`config.mk`:
```
export PLATFORM = sky130hd
export DESIGN_NAME = rst_sequencer
export DESIGN_NICKNAME = d
export VERILOG_FILES = /design/src/rtl/rst_sequencer_pkg.sv /design/src/rtl/rst_sequencer_sync.sv /design/src/rtl/rst_sequencer.sv
export SDC_FILE = /design/constraint.sdc
export NUM_CORES = 1
export LEC_CHECK = 0
export ABC_AREA = 0
export CAP_MARGIN = 20
export CORE_MARGIN = 4
export CORE_UTILIZATION = 59
export DETAILED_ROUTE_END_ITERATION = 8
export PLACE_DENSITY_LB_ADDON = 0.3
export SYNTH_ARGS = -nofsm -noshare
export SYNTH_HDL_FRONTEND = slang
export SYNTH_SLANG_ARGS = --single-unit
```
`constraint.sdc`:
```
create_clock -name clk -period 2.75 [get_ports clk]
set_clock_uncertainty 0.2 [all_clocks]
set_input_delay 0.6875 -clock clk [delete_from_list [all_inputs] [get_ports clk]]
set_output_delay 0.6875 -clock clk [all_outputs]
set_load 0.02 [all_outputs]
```
`src/rtl/rst_sequencer_pkg.sv`:
```
// Shared types and defaults for the PLL-lock driven reset sequencer.
package rst_sequencer_pkg;

  localparam int DEF_STABLE_CYCLES = 1024;
  localparam int DEF_STAGE_GAP     = 16;

  typedef enum logic [2:0] {
    HOLD,
    WAIT_STABLE,
    REL_CORE,
    REL_PERIPH,
    RUN
  } seq_state_t;

  typedef struct packed {
    logic rst_core;
    logic rst_periph;
    logic ready;
  } seq_out_t;

  localparam seq_out_t SEQ_OUT_RST = '{rst_core: 1'b1, rst_periph: 1'b1, ready: 1'b0};

  function automatic int cnt_width(input int a, input int b);
    return $clog2((a > b) ? a : b) + 1;
  endfunction

  // Output levels owned by each state; evaluated on the next state so the
  // registered outputs move on the same edge as the state register.
  function automatic seq_out_t state_outputs(input seq_state_t s);
    seq_out_t o;
    o.rst_core   = !(s inside {REL_CORE, REL_PERIPH, RUN});
    o.rst_periph = !(s inside {REL_PERIPH, RUN});
    o.ready      = (s == RUN);
    return o;
  endfunction

endpackage

```
`src/rtl/rst_sequencer_sync.sv`:
```
// Multi-flop synchronizer for a single asynchronous bit, async active-high clear.
module sync_bit #(
  parameter int DEPTH = 2
) (
  input  logic clk,
  input  logic clr,
  input  logic d,
  output logic q
);

  logic [DEPTH-1:0] ff;

  always_ff @(posedge clk or posedge clr) begin
    if (clr) ff <= '0;
    else     ff <= {ff[DEPTH-2:0], d};
  end

  assign q = ff[DEPTH-1];

endmodule

```
`src/rtl/rst_sequencer.sv`:
```
// Reset sequencer: waits for a stable PLL lock, then releases core reset,
// peripheral reset and finally ready, with fixed latency. SYNC_STAGES >= 2.
module rst_sequencer
  import rst_sequencer_pkg::*;
#(
  parameter int STABLE_CYCLES = DEF_STABLE_CYCLES,
  parameter int STAGE_GAP     = DEF_STAGE_GAP,
  parameter int SYNC_STAGES   = 2
) (
  input  logic       clk,
  input  logic       rst,
  input  logic       locked,
  input  logic       sw_rst_req,
  output logic       rst_core,
  output logic       rst_periph,
  output logic       ready,
  output logic [7:0] lock_loss_cnt
);

  localparam int CNT_W = cnt_width(STABLE_CYCLES, STAGE_GAP);
  localparam logic [CNT_W-1:0] STABLE_LAST = CNT_W'(STABLE_CYCLES - 1);
  localparam logic [CNT_W-1:0] GAP_LAST    = CNT_W'(STAGE_GAP - 1);

  logic             lock_s;
  seq_state_t       state, state_n;
  logic [CNT_W-1:0] cnt, cnt_n;
  logic             loss_evt;
  seq_out_t         out_q;

  sync_bit #(.DEPTH(SYNC_STAGES)) u_lock_sync (
    .clk (clk),
    .clr (rst),
    .d   (locked),
    .q   (lock_s)
  );

  always_ff @(posedge clk or posedge rst) begin
    if (rst) begin
      state         <= HOLD;
      cnt           <= '0;
      out_q         <= SEQ_OUT_RST;
      lock_loss_cnt <= '0;
    end else begin
      state <= state_n;
      cnt   <= cnt_n;
      out_q <= state_outputs(state_n);
      if (loss_evt && lock_loss_cnt != 8'hFF) lock_loss_cnt <= lock_loss_cnt + 8'd1;
    end
  end

  // Lock loss outranks sw_rst_req everywhere; sw_rst_req only acts once released.
  always_comb begin
    state_n  = state;
    cnt_n    = cnt;
    loss_evt = 1'b0;
    case (state)
      HOLD: begin
        if (lock_s) begin
          state_n = WAIT_STABLE;
          cnt_n   = '0;
        end
      end
      WAIT_STABLE: begin
        if (!lock_s) begin
          state_n = HOLD;
          cnt_n   = '0;
        end else if (cnt == STABLE_LAST) begin
          state_n = REL_CORE;
          cnt_n   = '0;
        end else begin
          cnt_n = cnt + CNT_W'(1);
        end
      end
      REL_CORE: begin
        if (!lock_s) begin
          state_n = HOLD;
          cnt_n   = '0;
        end else if (sw_rst_req) begin
          state_n = WAIT_STABLE;
          cnt_n   = '0;
        end else if (cnt == GAP_LAST) begin
          state_n = REL_PERIPH;
          cnt_n   = '0;
        end else begin
          cnt_n = cnt + CNT_W'(1);
        end
      end
      REL_PERIPH: begin
        cnt_n = '0;
        if (!lock_s)         state_n = HOLD;
        else if (sw_rst_req) state_n = WAIT_STABLE;
        else                 state_n = RUN;
      end
      RUN: begin
        cnt_n = '0;
        if (!lock_s) begin
          state_n  = HOLD;
          loss_evt = 1'b1;
        end else if (sw_rst_req) begin
          state_n = WAIT_STABLE;
        end
      end
      default: begin
        state_n = HOLD;
        cnt_n   = '0;
      end
    endcase
  end

  assign rst_core   = out_q.rst_core;
  assign rst_periph = out_q.rst_periph;
  assign ready      = out_q.ready;

endmodule

```
==> results.txt <==
* Status: finished, final reports clean
* Largest net degree at the start of global routing: 28
* Portion of the clock cycle consumed by the worst path in the final layout: 0.8487
* Slowest stage cell on the critical path: sky130_fd_sc_hd__clkdlybuf4s50_1
- For this design, the sink count on the clock tree is 27.
- Worst VDD drop: 0.3737 mV
* Minimum setup slack among reg-to-reg paths: 640 ps
- Crit path cell chain: clkdlybuf4s50_1
* Cts bufs inserted: 3
- Number of buffers on the longest clock path: 2
- After clock tree synthesis, the clock-pin slew on the worst setup and hold paths is 140 ps.
- The number of nets handed over by synthesis was 138.
- The worst path meets setup with 416.0 ps of slack.
- Post-CTS Hold Buffers: 0
- The worst setup path is launched from a register.
* Yosys warns: 0
* Aggregate routed wire length: 2.478 mm
- Core Area: 2191 µm²
- For the worst setup path, the data required time is 1860 ps.
* Global router's overall resource usage: 0.1711
- Counting flops and latches in the post-synthesis netlist gives 27.
- For this run, the register share of the synthesized area comes to 0.4995.
* Routing layer with the top usage in global route: met2
- Met3 global-route usage: 0.02552
- The repair_antennas step left the layout with diodes totalling 0.
* RSZ-0062 raised after global routing: no
* Cell family with most CP delay: buffers and inverters
- Rows: 17
- DRT iter0 DRCs: 33
- For this run, global-route usage on met1 was measured as 0.2370.
- The count of nets left with antenna violations once routing finished came out at 0.
- Number of nets in the finished design: 155
- The netlist uses 37 different library cells.
- Counting I/O delays and the setup requirement, the final critical path takes 2334 ps.
- Cell Area, Synth: 1358 µm²
* Peak per-stage delay on the critical path: 590 ps
- After detailed routing, the number of remaining DRC violations is 0.
- The path with the worst hold slack has its endpoint at u_lock_sync.ff[1].
- The number of buffers and inverters on the critical path is 1.
* Maximum level of the CTS H-tree: 1
- Cell Count, Final, Fillers Out: 176
- Clk Latency, worst-skew pair: 320 ps
- Fraction of synthesis flops using an asynchronous set or reset pin: 1.000
- Synth Flop Type: sky130_fd_sc_hd__dfrtp_1
- Placed Instances: 172
- TritonCTS built the clock tree.
- Routability-driven placement finished with a final weighted congestion of 0.8124.
- Of the cells placed in the final design, the portion with a size suffix greater than 1 is 0.1014.
- The die is 55.97 µm tall.
* Sum of negative setup slack: 0 ps
- In the global route stage, met2 resource usage came out at 0.2671.
- Post-route total power: 0.0006760 W
- Counting flops with a built-in enable in the synthesized netlist gives 0.
- CTS root buffer: sky130_fd_sc_hd__clkbuf_4
- Pwr per Cell Area: 440.3 nW/µm²
* Cells taking the most area after synthesis: sky130_fd_sc_hd__dfrtp_1 (46%), sky130_fd_sc_hd__nand3_1 (4.8%), sky130_fd_sc_hd__nand2_1 (4.1%)
- The total count of max-transition violations in the final report is 0.
- DIE AREA: 3133 µm²
- Post-Place Setup Slack: 327.3 ps
* Most frequent cells after synthesis: sky130_fd_sc_hd__dfrtp_1 (25), sky130_fd_sc_hd__nand2_1 (15), sky130_fd_sc_hd__nand3_1 (13)
* Via total after detailed routing: 1070
- First-pass GRT wire length: 4.374 mm
* Least-Margin Pin Slew: 595.4 ps
- For this run, the detailed router's first-pass iteration total came to 4.
* Leading area contributor after synthesis: sky130_fd_sc_hd__dfrtp_1
- From left edge to right edge, the die measures 55.97 µm.
- Share of the synthesized area in the top cell type: 0.4608
- Endpoint of the worst register-to-register path: cnt[9]
- In this run the tool buffered the top-level ports with 14 buffer cells.
* Gr ovfl total: 0
* Worst Min Path Start: u_lock_sync.ff[0]
- Number of global-route vias before repair: 998
- From synthesis to final layout, the design area changed by 13.09%.
- Placed wire-length estimate: 1.834 mm
* Detail-routed via count per cell: 6.080
- Worst rel slew slack: 0.6001
- Worst setup path class: register to output pin
- In this run the worst hold path is classified as register to register.
* Routed wirelength normalized by instance count: 14.08 µm
- Endpoint type of the worst setup path: output pin
- In the synthesized netlist, the number of instances is 132.
* Antenna violations before repair: 0
* Final setup vio count: 0
* Average instance area after synthesis: 10.28 µm²
* Startpoint of the lowest-slack register-to-register path: cnt[0]
- Final number of hold-violating endpoints: 0
* Worst Path Max Fanout: 1
* Count leader, synth: sky130_fd_sc_hd__dfrtp_1
- Timing-limited maximum frequency: 428.5 MHz
- Initial cell density of the core: 0.6196
- Counting cells, the worst reg-to-reg path comes to 7.
- For this design the static power due to leakage is 0.6787 nW.
* Core utilization of the finished layout: 0.7007
- Hold Path Depth: 0
- For this design the top-level I/O count stands at 15.
- Max-cap violations: 0
* Arrival time at the worst endpoint: 1450 ps
* Post-CTS setup buffer count: 0
* Resize count post-CTS: 0
-- power breakdown --
part | total, W | switching (W) | internal (W)
clock | 0.000167 | 0.000113 | 0.0000545
sequential | 0.000433 | 0.0000192 | 0.000414
combinational | 0.0000753 | 0.0000428 | 0.0000325
-- sequential cells by signal, indices dropped and copies added, names as in the netlist --
register        flops
cnt                11
lock_loss_cnt       8
state               3
u_lock_sync.ff      2
ready               1
rst_core            1
rst_periph          1
-- area by class of cell --
cell class | instances | area, µm²
inverters | 4 | 15.01
clock inverters | 1 | 5.005
flip-flops and latches | 27 | 678.2
clock buffers | 3 | 22.52
multi-input cells | 97 | 624.3
repair buffers | 16 | 155.1
fillers | 164 | 655.6
well taps | 28 | 35.03
-- layer usage --
layer,wire length (µm),share of wire
met1,1146,0.46
met2,1213,0.49
met3,103,0.042
met4,14,0.0056
met5,0,0
-- cells by family after synthesis --
logic type | share of synthesized area
XOR/XNOR | 0.05161
AND/OR/NAND/NOR | 0.2783
flip-flops | 0.4995
adder cells (fa/ha/maj) | 0.01843
AO/OA/AOI/OAI | 0.1115
buffers and inverters | 0.04054
-- how the worst max path moves through the flow --
stage / start / to / slack [ps] / depth (start not counted)
after floorplan: cnt[0] / cnt[5] / 920 / 7
after global placement: sw_rst_req / cnt[9] / 370 / 6
after detailed placement: sw_rst_req / cnt[9] / 330 / 6
after CTS: rst_periph / rst_periph / 390 / 1
after global routing: lock_loss_cnt[2] / lock_loss_cnt[2] / 350 / 1
final: rst_periph / rst_periph / 420 / 1
-- per-stage QoR --
step / hold slack (ps) / cell area [µm²]
final: 185.8 / 1535
after global routing: 202.0 / 1535
after CTS: 184.6 / 1535
after detailed placement: 152.9 / 1508
after global placement: 132.2 / 1508
after floorplan: 131.2 / 1358
-- placed cells by master (no fill, tap or decap), types with 2 or more instances in the layout --
cell	netlist	layout
sky130_fd_sc_hd__dfrtp_1	25	25
sky130_fd_sc_hd__and3_1	2	2
sky130_fd_sc_hd__o21ai_1	2	2
sky130_fd_sc_hd__nor3_1	4	4
sky130_fd_sc_hd__ha_1	2	2
sky130_fd_sc_hd__a22o_1	2	2
sky130_fd_sc_hd__a31oi_1	2	2
sky130_fd_sc_hd__nor4_4	2	2
sky130_fd_sc_hd__nand3_1	13	13
sky130_fd_sc_hd__buf_4	2	2
sky130_fd_sc_hd__and2_1	2	2
sky130_fd_sc_hd__nand2_1	15	15
sky130_fd_sc_hd__and3_2	3	3
sky130_fd_sc_hd__clkbuf_4	0	3
sky130_fd_sc_hd__nand4_1	3	3
sky130_fd_sc_hd__clkdlybuf4s50_1	0	14
sky130_fd_sc_hd__a21oi_1	3	3
sky130_fd_sc_hd__xnor2_1	4	4
sky130_fd_sc_hd__nor2_1	9	9
sky130_fd_sc_hd__o21ai_0	4	4
sky130_fd_sc_hd__nand3b_1	7	7
sky130_fd_sc_hd__a21o_1	2	2
sky130_fd_sc_hd__inv_1	4	4
sky130_fd_sc_hd__xor2_1	4	4
sky130_fd_sc_hd__dfstp_2	2	2
No activity file was read; power rests on OpenSTA's default activity.
